**src/rtl/pipeline_pkg.sv**
```systemverilog
//------------------------------------------------------------------------------
// Module   : pipeline_pkg
// Brief    : Shared types for the rv64i stage registers (skid FSM + stage payloads)
// Revision : 1.0 - initial release
//------------------------------------------------------------------------------
`default_nettype none

package pipeline_pkg;

    // Encoding equals occupancy so the state register doubles as the count.
    typedef enum logic [1:0] {
        EMPTY = 2'd0,
        BUSY  = 2'd1,
        FULL  = 2'd2
    } skid_state_e;

    typedef struct packed {
        logic [63:0] pc;
        logic [31:0] instr;
    } IFID_Pipe_t;

    typedef struct packed {
        logic [63:0] pc;
        logic [63:0] rs1_val;
        logic [63:0] rs2_val;
        logic [63:0] imm;
        logic [4:0]  rd;
        logic [3:0]  alu_op;
    } IDEX_Pipe_t;

    typedef struct packed {
        logic [63:0] alu_res;
        logic [63:0] store_val;
        logic [4:0]  rd;
        logic        mem_rd;
        logic        mem_wr;
    } EXMEM_Pipe_t;

    typedef struct packed {
        logic [63:0] wb_val;
        logic [4:0]  rd;
        logic        wb_en;
    } MEMWB_Pipe_t;

endpackage

`default_nettype wire

```
**src/rtl/pipe_skid_reg.sv**
```systemverilog
//------------------------------------------------------------------------------
// Module   : pipe_skid_reg
// Brief    : Elastic valid/ready stage register with a 2-entry skid buffer
// Revision : 1.0 - initial release
//------------------------------------------------------------------------------
`default_nettype none

module pipe_skid_reg
    import pipeline_pkg::*;
#(
    parameter int unsigned WIDTH         = 64,
    parameter bit          ZERO_ON_FLUSH = 1'b1
) (
    input  logic             clk_i,
    input  logic             rst_i,
    input  logic             flush_i,
    input  logic             in_valid_i,
    output logic             in_ready_o,
    input  logic [WIDTH-1:0] data_i,
    output logic             out_valid_o,
    input  logic             out_ready_i,
    output logic [WIDTH-1:0] data_o,
    output logic [1:0]       occupancy_o
);

    localparam logic [WIDTH-1:0] c_ZERO = '0;

    skid_state_e      r_state;
    skid_state_e      w_state_nxt;
    logic [WIDTH-1:0] r_main;
    logic [WIDTH-1:0] r_skid;
    logic [WIDTH-1:0] w_main_nxt;
    logic [WIDTH-1:0] w_skid_nxt;
    logic             w_in_xfer;
    logic             w_out_xfer;

    // Ready depends only on the state register, never on out_ready_i.
    assign in_ready_o  = (r_state != FULL);
    assign out_valid_o = (r_state != EMPTY);
    assign occupancy_o = r_state;
    assign data_o      = r_main;

    assign w_in_xfer  = in_valid_i && in_ready_o;
    assign w_out_xfer = out_valid_o && out_ready_i;

    always_comb begin
        w_state_nxt = r_state;
        w_main_nxt  = r_main;
        w_skid_nxt  = r_skid;

        case (r_state)
            EMPTY: begin
                if (w_in_xfer) begin
                    w_state_nxt = BUSY;
                    w_main_nxt  = data_i;
                end
            end
            BUSY: begin
                if (w_in_xfer && w_out_xfer) begin
                    w_main_nxt = data_i;
                end else if (w_in_xfer) begin
                    w_state_nxt = FULL;
                    w_skid_nxt  = data_i;
                end else if (w_out_xfer) begin
                    w_state_nxt = EMPTY;
                end
            end
            FULL: begin
                if (w_out_xfer) begin
                    w_state_nxt = BUSY;
                    w_main_nxt  = r_skid;
                end
            end
            default: begin
                w_state_nxt = EMPTY;
            end
        endcase

        // A concurrent output transfer has already been consumed downstream.
        if (flush_i) begin
            w_state_nxt = EMPTY;
            if (ZERO_ON_FLUSH) begin
                w_main_nxt = c_ZERO;
                w_skid_nxt = c_ZERO;
            end else begin
                w_main_nxt = r_main;
                w_skid_nxt = r_skid;
            end
        end
    end

    always_ff @(posedge clk_i) begin
        if (rst_i) begin
            r_state <= EMPTY;
            r_main  <= c_ZERO;
            r_skid  <= c_ZERO;
        end else begin
            r_state <= w_state_nxt;
            r_main  <= w_main_nxt;
            r_skid  <= w_skid_nxt;
        end
    end

endmodule

`default_nettype wire

```
**config.mk**
```make
export PLATFORM = sky130hd
export DESIGN_NAME = pipe_skid_reg
export DESIGN_NICKNAME = d
export VERILOG_FILES = /design/src/rtl/pipeline_pkg.sv /design/src/rtl/pipe_skid_reg.sv
export SDC_FILE = /design/constraint.sdc
export NUM_CORES = 1
export LEC_CHECK = 0
export ABC_AREA = 1
export CORE_AREA = 4 4 113 115
export DETAILED_ROUTE_END_ITERATION = 16
export DIE_AREA = 0 0 117 119
export PLACE_DENSITY = 0.89
export SYNTH_ARGS = -nofsm -noshare
export SYNTH_HDL_FRONTEND = slang
export SYNTH_SLANG_ARGS = --single-unit
```
**constraint.sdc**
```tcl
create_clock -name clk_i -period 1.7 [get_ports clk_i]
set_clock_uncertainty 0.1 [all_clocks]
set_input_delay 0.51 -clock clk_i [delete_from_list [all_inputs] [get_ports clk_i]]
set_output_delay 0.51 -clock clk_i [all_outputs]
set_load 0.02 [all_outputs]
```
==> impl_results.md <==
* Power, Total at 7.83 mW
* Initial Utilization at 0.489
* Adder-cell share of the synthesized area at 0
* Hold Path Class: flip-flop to flip-flop
* Mapped Avg Cell Area at 6.31 µm²
* Synth Area in Compound Gates at 0.0580
* Root buffer cell: clkbuf_16
* Register area share after synthesis at 0.450
* Cells after synthesis at 916
* Tcrit/Tclk final at 0.982
* Total CTS buffers at 17
* Yosys cell types at 16
* GRT Resource Usage Total at 0.211
* Ys async rst share at 0
* Clk_lat worst skew at 0.40 ns
* CTS Sinks at 130
* DR pass1 iterations at 5
* Die Height at 119 µm
* ANT nets after route at 0
* Share of the synthesized area in the top cell type at 0.450
* Rel. slew slack at 0.767
* Pins Over Slew Limit at 0
* Synth top cells by count: nand2_1 (327), nor2_1 (258), dfxtp_1 (130)
* Via density at 4.65
* Vias post-DR at 5,566
* Post-DR wirelength/cell at 11.8 µm
* Largest family of logic cells by synthesized area: simple AND/OR/NAND/NOR gates
* Synth Area in Simple Gates at 0.385
* H-tree depth at 4
* Die ar. at 0.0139 mm²
* Syn nets at 985
* # DRC at 0
* CP startpoint kind: flip-flop
* Die W at 117 µm
* # rows at 40
* Setup TNS at 0 ns
* Post-Syn Area at 0.00578 mm²
* Tightest Pin Transition at 0.350 ns
* Area contributors post-synth: dfxtp_1 (45%), nand2_1 (21%), nor2_1 (17%), o21ai_0 (4.8%), inv_1 (4.5%)
* Post-synthesis mux area share at 0
* Core area at 0.0118 mm²
* Top-count cell post-synth: nand2_1
* Drt initial violations at 316
* Number of synthesized flops with an enable pin at 0
* IO Pins at 137
* VDD IR max at 532 µV
* Worst setup EP type: output pin
* ANT cells at 0
* Vias in the first global route at 5,279
* Total Wirelength at 14,100 µm
* Fin nets at 1,107
* RSZ-0062 raised after global routing: true
* CTS tree: yes
* Shortest period the worst path allows at 1.67 ns
* XOR/XNOR Fraction of Synth Area at 0
* Lkg Pwr at 3.60 nW
* Worst-path clk slew at 0.06 ns
* Detail Placement HPWL at 9100 µm
* Final setup violating endpoints at 0
* FMAX at 0.599 GHz
* Flops & latches, synth at 130
* CP Max Fanout at 4
* Outcome: complete, no violations
* Layout cells sized above 1 at 0.0932
* Post-synth top area cell: dfxtp_1
* Synth Flop Type: dfxtp_1
* Area Growth Syn to Fin at 35.0%
* # port buffers at 136
* Final Hold Viols at 0
* Max-Cap Viols at 0
* CP required at 1.09 ns
* CTS Buffer Depth at 2
* CP Class: flip-flop to output pin
* Pin count of the biggest net entering global routing at 63
* Power density cells at 1000 mW/mm²
* Routability cong. at 0.804
* Initial antenna violation count at 0
* Postcts setup bufs at 0
* Gr ovfl total at 0
* Synth warn at 0
* WP data arrival at 1.06 ns
* First-pass GRT wire length at 23,900 µm
[path summary, 6_finish.rpt]
path	to	slack (ns)	start	depth (start not counted)
hold / removal	r_skid[39]	0.38	r_skid[39]	2
setup / recovery	in_ready_o	0.03	occupancy_o[0]	3
setup reg to reg	data_o[29]	0.09	occupancy_o[0]	9
hold reg to reg	r_skid[39]	0.38	r_skid[39]	2
[metal layers]
layer  up-vias  routed length, µm  GRT usage
li1       2962                  -          -
met1      2436               6150      0.258
met2       142               6830      0.347
met3        26                747     0.0457
met4         0                358     0.0996
met5         -                  0          0
[critical path, cell delays in order, from the launching register on]
cell,delay (ns)
dfxtp_4,0.37
inv_2,0.05
nand2_2,0.06
clkbuf_4,0.18
[kinds of logic after synthesis]
logic type	count (synthesis)
AO/OA/AOI/OAI	67
buffers and inverters	129
AND/OR/NAND/NOR	590
flip-flops	130
[state kept, by name, indices dropped and copies added, names as in the netlist]
name	cells
r_skid	64
occupancy_o	2
data_o	64
[timing repair]
action | CTS | global route
pin swaps | 1 | 1
cloned | 0 | 0
gates resized for setup | 119 | 64
hold buffers | 0 | 0
setup endpoints to repair | 127 | 115
[cells in the final DEF (no fill, tap or decap), types with 3 or more instances in the layout]
| cell type | synthesis | routed |
|---|---|---|
| bufinv_16 | 0 | 3 |
| nor2_1 | 258 | 256 |
| clkdlybuf4s50_1 | 0 | 68 |
| clkbuf_2 | 1 | 22 |
| dfxtp_1 | 130 | 128 |
| clkdlybuf4s15_2 | 0 | 5 |
| o21ai_1 | 9 | 9 |
| clkdlybuf4s15_1 | 0 | 31 |
| dlygate4sd2_1 | 0 | 5 |
| o21ai_0 | 56 | 56 |
| clkbuf_8 | 0 | 4 |
| clkinv_2 | 0 | 5 |
| inv_2 | 4 | 5 |
| buf_12 | 0 | 8 |
| clkbuf_16 | 0 | 17 |
| buf_4 | 14 | 10 |
| inv_1 | 70 | 69 |
| buf_6 | 8 | 4 |
| nand2_1 | 327 | 326 |
[through the flow]
step                      utilization  setup WS, ns  std cells  area (µm²)  hold WS [ns]
after global routing            0.661       -0.0365       1198        7800         0.401
after global placement          0.616        -0.219       1166        7280         0.362
after detailed placement        0.616        -0.276       1166        7280         0.371
after CTS                       0.664      -0.00436       1198        7850         0.385
final                           0.661        0.0306       1198        7800         0.381
after floorplan                     -         0.220        916        5780         0.355
[where the power goes]
group          switching, mW  leakage (nW)  internal [mW]
sequential            0.0466          1.06           3.14
combinational          0.495          2.24          0.408
clock                   1.30         0.302           2.45
total                   1.84          3.60           5.99
[area by class of cell]
cell class	count	area, µm²
Fill cell	1025	4010
Multi-Input combinational cell	657	2580
Tap cell	147	184
Clock inverter	10	130
Timing Repair Buffer	158	1530
Sequential cell	130	2610
Clock buffer	22	484
Inverter	74	278
Power figures use the tool's default switching activity.
